`src/rtl/io_map_pkg.sv`:
```
// Shared IO-bus address map and debounce constants for the board input path.
package io_map_pkg;

  localparam logic [31:0] IO_ADDR_SW      = 32'h0000_0001;
  localparam logic [31:0] IO_ADDR_BTN     = 32'h0000_0002;
  localparam logic [31:0] IO_ADDR_BTN_EVT = 32'h0000_0003;
  localparam logic [31:0] IO_ADDR_LED     = 32'h0000_0004;

  localparam int unsigned DB_CNT_W = 3;

  typedef enum logic [1:0] {
    SEL_NONE,
    SEL_SW,
    SEL_BTN,
    SEL_EVT
  } rd_sel_e;

  // Full 32-bit compare; the LED address belongs to the top-level write decode.
  function automatic rd_sel_e decode_addr(input logic [31:0] addr);
    rd_sel_e sel;
    sel = SEL_NONE;
    unique case (addr)
      IO_ADDR_SW:      sel = SEL_SW;
      IO_ADDR_BTN:     sel = SEL_BTN;
      IO_ADDR_BTN_EVT: sel = SEL_EVT;
      IO_ADDR_LED:     sel = SEL_NONE;
      default:         sel = SEL_NONE;
    endcase
    return sel;
  endfunction

endpackage

```
`src/rtl/debounce_bit.sv`:
```
// One input bit: two-flop synchroniser followed by a tick-sampled
// consecutive-difference counter that commits a new stable level.
module debounce_bit
  import io_map_pkg::*;
#(
  parameter int unsigned STABLE_TICKS = 4
) (
  input  logic clk,
  input  logic rst_n,
  input  logic tick,
  input  logic raw,
  output logic stable
);

  localparam logic [DB_CNT_W-1:0] CNT_LAST = DB_CNT_W'(STABLE_TICKS - 1);

  logic                sync1_q, sync2_q;
  logic                stable_q, stable_d;
  logic [DB_CNT_W-1:0] cnt_q, cnt_d;

  always_comb begin
    stable_d = stable_q;
    cnt_d    = cnt_q;
    if (tick) begin
      if (sync2_q == stable_q) begin
        cnt_d = '0;
      end else if (cnt_q == CNT_LAST) begin
        stable_d = sync2_q;
        cnt_d    = '0;
      end else begin
        cnt_d = cnt_q + 1'b1;
      end
    end
  end

  always_ff @(posedge clk or negedge rst_n) begin
    if (!rst_n) begin
      sync1_q  <= 1'b0;
      sync2_q  <= 1'b0;
      stable_q <= 1'b0;
      cnt_q    <= '0;
    end else begin
      sync1_q  <= raw;
      sync2_q  <= sync1_q;
      stable_q <= stable_d;
      cnt_q    <= cnt_d;
    end
  end

  assign stable = stable_q;

endmodule

```
`src/rtl/io_input_conditioner.sv`:
```
// Debounced switch/button inputs with sticky W1C button events, exposed as
// an IO-bus read slave with a registered read port and level interrupt.
module io_input_conditioner
  import io_map_pkg::*;
#(
  parameter int unsigned SW_WIDTH     = 16,
  parameter int unsigned BTN_WIDTH    = 5,
  parameter int unsigned TICK_CYCLES  = 100000,
  parameter int unsigned STABLE_TICKS = 4
) (
  input  logic                 clk,
  input  logic                 rst_n,
  input  logic [SW_WIDTH-1:0]  sw_raw,
  input  logic [BTN_WIDTH-1:0] btn_raw,
  input  logic [31:0]          io_address,
  input  logic                 io_read_en,
  input  logic                 io_write_en,
  input  logic [31:0]          io_write_value,
  output logic [31:0]          io_read_value,
  output logic                 btn_irq
);

  localparam int unsigned PW = (TICK_CYCLES > 1) ? $clog2(TICK_CYCLES) : 1;
  localparam logic [PW-1:0] PRESC_LAST = PW'(TICK_CYCLES - 1);

  logic [PW-1:0]        presc_q, presc_d;
  logic                 tick_q, tick_d;
  logic [SW_WIDTH-1:0]  sw_stable;
  logic [BTN_WIDTH-1:0] btn_stable;
  logic [BTN_WIDTH-1:0] btn_prev_q;
  logic [BTN_WIDTH-1:0] evt_q, evt_d;
  logic [BTN_WIDTH-1:0] evt_clr;
  logic                 irq_q;
  logic [31:0]          rd_q, rd_d;
  logic                 unused_wdata;

  assign unused_wdata = ^io_write_value[31:BTN_WIDTH];

  always_comb begin
    tick_d  = (presc_q == PRESC_LAST);
    presc_d = tick_d ? '0 : presc_q + 1'b1;
  end

  for (genvar g = 0; g < SW_WIDTH; g++) begin : g_sw
    debounce_bit #(.STABLE_TICKS(STABLE_TICKS)) u_db (
      .clk    (clk),
      .rst_n  (rst_n),
      .tick   (tick_q),
      .raw    (sw_raw[g]),
      .stable (sw_stable[g])
    );
  end

  for (genvar g = 0; g < BTN_WIDTH; g++) begin : g_btn
    debounce_bit #(.STABLE_TICKS(STABLE_TICKS)) u_db (
      .clk    (clk),
      .rst_n  (rst_n),
      .tick   (tick_q),
      .raw    (btn_raw[g]),
      .stable (btn_stable[g])
    );
  end

  // Rising-edge set is OR'd after the clear so a same-cycle W1C cannot lose it.
  always_comb begin
    evt_clr = '0;
    if (io_write_en && (io_address == IO_ADDR_BTN_EVT)) begin
      evt_clr = io_write_value[BTN_WIDTH-1:0];
    end
    evt_d = (evt_q & ~evt_clr) | (btn_stable & ~btn_prev_q);
  end

  always_comb begin
    rd_d = rd_q;
    if (io_read_en) begin
      unique case (decode_addr(io_address))
        SEL_SW:  rd_d = 32'(sw_stable);
        SEL_BTN: rd_d = 32'(btn_stable);
        SEL_EVT: rd_d = 32'(evt_q);
        default: rd_d = '0;
      endcase
    end
  end

  always_ff @(posedge clk or negedge rst_n) begin
    if (!rst_n) begin
      presc_q    <= '0;
      tick_q     <= 1'b0;
      btn_prev_q <= '0;
      evt_q      <= '0;
      irq_q      <= 1'b0;
      rd_q       <= '0;
    end else begin
      presc_q    <= presc_d;
      tick_q     <= tick_d;
      btn_prev_q <= btn_stable;
      evt_q      <= evt_d;
      irq_q      <= |evt_q;
      rd_q       <= rd_d;
    end
  end

  assign io_read_value = rd_q;
  assign btn_irq       = irq_q;

endmodule

```
`config.mk`:
```
export PLATFORM = sky130hd
export DESIGN_NAME = io_input_conditioner
export DESIGN_NICKNAME = d
export VERILOG_FILES = /design/src/rtl/io_map_pkg.sv /design/src/rtl/debounce_bit.sv /design/src/rtl/io_input_conditioner.sv
export SDC_FILE = /design/constraint.sdc
export NUM_CORES = 1
export LEC_CHECK = 0
export CAP_MARGIN = 40
export CORE_UTILIZATION = 46
export CTS_CLUSTER_SIZE = 30
export DETAILED_ROUTE_END_ITERATION = 8
export HOLD_SLACK_MARGIN = 0.08
export PLACE_DENSITY = 0.7
export REMOVE_ABC_BUFFERS = 1
export SLEW_MARGIN = 20
export SYNTH_ARGS = -nofsm -noshare
export SYNTH_HDL_FRONTEND = slang
export SYNTH_HIERARCHICAL = 1
export SYNTH_SLANG_ARGS = --single-unit
```
`constraint.sdc`:
```
create_clock -name clk -period 2.7 [get_ports clk]
set_input_delay 0.27 -clock clk [delete_from_list [all_inputs] [get_ports clk]]
set_output_delay 0.27 -clock clk [all_outputs]
set_load 0.02 [all_outputs]
```
## Word-level counts from Yosys, hierarchy flattened

Index checks and enable logic that the tools add are counted.

- Add/subtract/negate cells: 22
- Multiply operators: 0
- Divide/modulo/power cells: 0
- Order comparisons: 0
- Equal/unequal tests: 49
- Shift-type cells: 0
- Mux-type cells: 47
- Bitwise logic cells: 26
- Reductions and logical operators: 23

Operator list:

| kind | number |
|---|---|
| 3-bit two-way mux | 42 |
| 32-bit by 2-bit equality test with 1-bit output (second input constant) | 2 |
| 3-bit by 1-bit adder with 3-bit output (second input constant) | 21 |
| 3-bit by 2-bit equality test with 1-bit output (second input constant) | 21 |
| 3-bit AND reduction | 21 |
| 16-bit case mux with 3 select lines | 1 |
| 32-bit by 1-bit equality test with 1-bit output (second input constant) | 1 |
| 1-bit equality test | 21 |
| 1-bit NOT | 21 |
| 17-bit by 1-bit adder with 17-bit output (second input constant) | 1 |
| 17-bit equality test (second input constant) | 1 |
| 17-bit two-way mux | 1 |
| 5-bit bitwise AND | 2 |
| 5-bit NOT | 2 |
| 2-bit case mux with 3 select lines | 1 |
| 5-bit two-way mux | 1 |
| 5-bit OR | 1 |
| 5-bit OR reduction | 1 |
| 2-bit equality test (second input constant) | 2 |
| 2-bit by 1-bit equality test with 1-bit output (second input constant) | 1 |
| 2-bit two-way mux | 1 |
| 1-bit logical AND | 1 |

- Register bits after elaboration: 187
- Bits in latches: 0
- RAM bits: 0
- Memory bits (read-only): 0
- Input bits: 89
- Output and inout bits: 33
- Logic and storage cells: 257
- Memories kept: 0

## Longest topological paths before layout

- Word-level depth: 6
- Gate-level depth with buffers: 6

## By module

Netlist, hierarchy kept.

By module, submodules not included:

| module | times used | cells an instance | area each (um^2) | seq. area each (um^2) |
|---|---|---|---|---|
| debounce_bit | 21 | 20 | 250.2 | 150.1 |
| io_input_conditioner | 1 | 210 | 2248.4 | 1126.1 |

## Worst setup path before layout

OpenSTA, ideal clock, no wires.

- Path type: register to register
- Start: register tick_q
- End: register g_btn[0].u_db.stable_q
- Library setup time: 0.125 ns
- Arrival: 2.612 ns
- Setup slack: -0.037 ns
- Cell stages (with the launch flop): 3
- Path buffers: 0
- Cells stage by stage: dfrtp_1 nand3b_1 mux2_4

- Longest elaborated chain between the ends: 1

Ends and longest elaborated chain:

| item | RTL line | source |
|---|---|---|
| start, declared | io_input_conditioner.sv:27 | `logic tick_q, tick_d;` |
| start signal, assigned | io_input_conditioner.sv:95 | `tick_q <= tick_d;` |
| 3-bit AND reduction (no source line) | -- |  |
| end signal, assigned | debounce_bit.sv:45 | `stable_q <= stable_d;` |
| end, declared | debounce_bit.sv:18 | `logic stable_q, stable_d;` |

Every way passes these cells.
A chain may end at the register's enable or synchronous reset.

## Worst setup path in the final report

- Start: input io_address[27]
- End: register rd_q[2], in the netlist io_read_value[2]

- Longest elaborated chain between the ends: 5
- Elaborated cells between the ends (all ways): 9

Ends and longest elaborated chain:

| item | RTL line | source |
|---|---|---|
| start, declared | io_input_conditioner.sv:15 | `input logic [31:0] io_address,` |
| 32-bit by 2-bit equality test with 1-bit output / 32-bit by 1-bit equality test with 1-bit output (equally long branches) | io_map_pkg.sv:22 | `unique case (addr)` |
| 2-bit case mux with 3 select lines (*) | io_map_pkg.sv:22 |  |
| 2-bit two-way mux (*) | io_input_conditioner.sv:75 | `if (io_read_en) begin` |
| 2-bit equality test / 2-bit by 1-bit equality test with 1-bit output (equally long branches) | io_input_conditioner.sv:76 | `unique case (decode_addr(io_address))` |
| 16-bit case mux with 3 select lines (*) | io_input_conditioner.sv:76 |  |
| end signal, assigned | io_input_conditioner.sv:99 | `rd_q <= rd_d;` |
| end, declared | io_input_conditioner.sv:34 | `logic [31:0] rd_q, rd_d;` |

Every way passes the cells marked *; elsewhere a longest branch is shown, timed or not. The select of a mux whose other input is x is not followed.

==> reports/qor.csv <==
metric;value;unit
Worst Clk Skew;0.006856;ns
number of antenna repair diodes;0;
fraction of layout instances using a drive strength above 1;10.04;%
Psw;1.027;mW
largest cells by area after synthesis;dfrtp_1, nand2b_1, mux2_4, o22ai_1, ha_1;
clock network latency to the later pin of the worst-skew pair;0.41;ns
start-to-end type of the worst setup path;input port to flip-flop;
GRT Total Usage;17.85;%
Detail Route Antenna Nets;0;
# Max-Cap Violations;0;
area share of the largest cell type after synthesis;57.03;%
Post-Synthesis Cell Area;7503;um^2
TritonCTS clock tree;done;
fraction of power spent switching nets;20.52;%
worst reg2reg path startpoint;presc_q[0];
number of DRC violations after detailed-routing iteration 0;269;
pwr/cell area;552.3;nW/um^2
endpoint class of the critical path;flip-flop;
footprint of the multi-input gates;2872;um^2
Residual DRC;0;
worst hold path startpoint;sw_raw[1];
flip-flop and latch area;4283;um^2
critical path launch point;io_address[27];
Period minus WS final;2.013;ns
Layout Utilization;57.03;%
worst slew margin relative to its limit;60.23;%
number of cells in the design after placement;924;
Post-synth EDFFs;0;
deepest clock path buffer count;2;
dominant register cell in the synthesized netlist;dfrtp_1;
average routed wire per standard cell;14.13;um
Via Count;4830;
register clock-pin slew on the reported worst setup and hold paths;0.06;ns
Final Hold Violating Endpoints;0;
cell with the most instances after synthesis;dfrtp_1;
first-pass GRT wire length;23.31;mm
number of core rows;46;
area delta synth->final;20.74;%
fraction of synthesis flops using an asynchronous set or reset pin;100.0;%
depth of the CTS H-tree;4;
fillcell total;1330;
cell at the root of the clock tree;clkbuf_16;
data arrival time of the worst path;2.34;ns
maximum resistive drop on vdd;0.4369;mV
placeable core region;15890;um^2
portion of the post-synthesis area used by sequential elements;57.03;%
setup repair after global routing missed its margin;no;
largest net degree at the start of global routing;67;
leak pwr;3.909;nW
Int Pwr;3.977;mW
portion of the clock cycle consumed by the worst path in the final layout;74.56;%
count of different cell masters after synthesis;37;
post-detailed-route via-to-cell ratio;5.068;
total setup violations reported at the end of the flow;0;
maximum clock frequency;496.7;MHz
proportion of power drawn by combinational gates;4.4;%
overall overflow remaining after global route;0;
Inserted Clock Buffers;17;
flip-flop and latch count after synthesis;171;
status;complete, no violations;
Critical Path RT;3.03;ns
Detailed Route WL;13.47;mm
library cell occupying the most area in the post-synthesis netlist;dfrtp_1;
Cell Count, Final, Fillers Out;953;
average footprint of a synthesized cell;11.91;um^2
gpl congestion;0.7819;
delay of the slowest cell on the worst path;0.52;ns
Port-buffer cells;78;
most frequent cells after synthesis;dfrtp_1, nand2b_1, inv_1;
number of global-route vias before repair;4956;
die extent in y;129.7;um
startpoint type of the worst setup path;input port;
Die Outline Area;16830;um^2
antenna violations before repair;0;
number of nets in the layout;839;
slowest stage cell on the critical path;or4_1;
Synth Warn #;6;
critical path fanouts, max;16;
clock share of power;43.4;%
horizontal die dimension;129.7;um
transition time at the pin with the least slew margin;0.5966;ns
number of instances in the synthesized netlist;630;
half-perimeter wire length of the detailed placement result;9.260;mm
setup slack, reg-to-reg;0.82;ns
First-pass DRT Iterations;4;
sequential share of power;52.2;%
number of clock sinks;171;
final count of pins violating max slew;0;
kind of path behind the tightest hold check;input port to flip-flop;
effective utilization at floorplan;47.24;%
critical-path cell list;clkdlybuf4s50_1 -> or4_1 -> or4b_1 -> or3_1 -> buf_4 -> o22ai_1;
num ports;122;
## per-stage QoR
stage | setup slack, ns | TNS [ns] | total power [mW] | instance area, um^2 | hold WS (ns)
6_report | 0.6868 | 0 | 5.004 | 9060 | 0.2885
3_3_place_gp | 0.2712 | 0 | 2.878 | 8529 | 0.2646
2_1_floorplan | -0.03737 | -0.7847 | 2.709 | 7366 | -0.02559
4_1_cts | 0.6878 | 0 | 5.068 | 9060 | 0.2716
3_5_place_dp | 0.2567 | 0 | 2.883 | 8529 | 0.2691
5_1_grt | 0.5908 | 0 | 5.194 | 9060 | 0.2780
## metal layers
layer	up-vias	GRT usage (%)	wire (um)	share of wire, %
met5	-	0	0	0
met4	0	7.866	246	1.8
met3	22	3.608	366	2.7
met2	73	30.07	6873	51
met1	2403	22.36	5978	44
li1	2332	-	-	-
## worst paths after layout
check,cells after the start,end
setup / recovery,6,io_read_value[2]
hold / removal,1,g_sw[1].u_db/sync1_q
setup reg to reg,6,presc_q[3]
hold reg to reg,0,g_sw[3].u_db/sync2_q
max in group asynchronous,3,g_sw[2].u_db/cnt_q[1]
min in group asynchronous,2,g_btn[2].u_db/sync1_q
## critical path: cells and delay by family
kind,cells,cell delay (ns)
AOI/OAI and AO/OA,1,0.16
and+or+nand+nor,3,1.29
buffers and inverters,2,0.62
## sequential cells by signal (all words and copies together), names as in the netlist
name                count
btn_irq                 1
btn_prev_q              5
evt_q                   5
g_btn.u_db/cnt_q       15
g_btn.u_db/stable       5
g_btn.u_db/sync1_q      5
g_btn.u_db/sync2_q      5
g_sw.u_db/cnt_q        48
g_sw.u_db/stable       16
g_sw.u_db/sync1_q      16
g_sw.u_db/sync2_q      16
io_read_value          16
presc_q                17
tick_q                  1
## cells in the final DEF (no fill, tap or decap), types with 4 or more instances in the layout
cell type and n:
xnor2_1 26, o22ai_1 48, nand4_1 4, nor2_1 10
clkdlybuf4s50_1 77, nand3_1 7, nor4_1 6, dfrtp_1 170
mux2_2 5, buf_4 6, a22oi_1 5, nor2b_1 28
conb_1 16, clkbuf_8 5, nand3b_1 21, a41oi_1 5
o22ai_2 10, nand2_1 38, o31ai_1 22, nand2b_1 68
and3_1 5, mux2_4 21, ha_1 22, xor2_1 9
clkbuf_16 17, inv_1 58
## power by group through the flow
stage / registers [mW] / clock network [mW] / logic, mW
3_5_place_dp: 2.66 / 0 / 0.225
3_3_place_gp: 2.66 / 0 / 0.222
5_1_grt: 2.61 / 2.33 / 0.247
2_1_floorplan: 2.65 / 0 / 0.0556
4_1_cts: 2.61 / 2.23 / 0.228
6_report: 2.61 / 2.17 / 0.222
## logic make-up after synthesis
logic type                 Yosys count  share of synthesized area, %
DFF                                171                         57.03
muxes                               26                         4.952
buffers and inverters               82                         5.486
other                                1                       0.04998
AOI/OAI and AO/OA                   91                         9.021
xor gates and xnor gates            35                         4.085
adders and majority gates           22                         3.668
and+or+nand+nor                    202                         15.71
## timing repair
action / 4_1_cts / 5_1_grt
buffers inserted: 0 / 0
hold endpoints to repair: 52 / 0
hold buffers: 1 / 0
resized for setup: 0 / 0
## cell type report
cell class,instances,share of cell area (%)
clock buffer,25,5.579
clock inverter,3,0.1657
inverter,58,2.403
multi-input combinational,392,31.69
sequential,171,47.27
tap,216,2.983
timing repair buffer,88,9.902
Note: power is estimated with default switching activity, not from simulation.
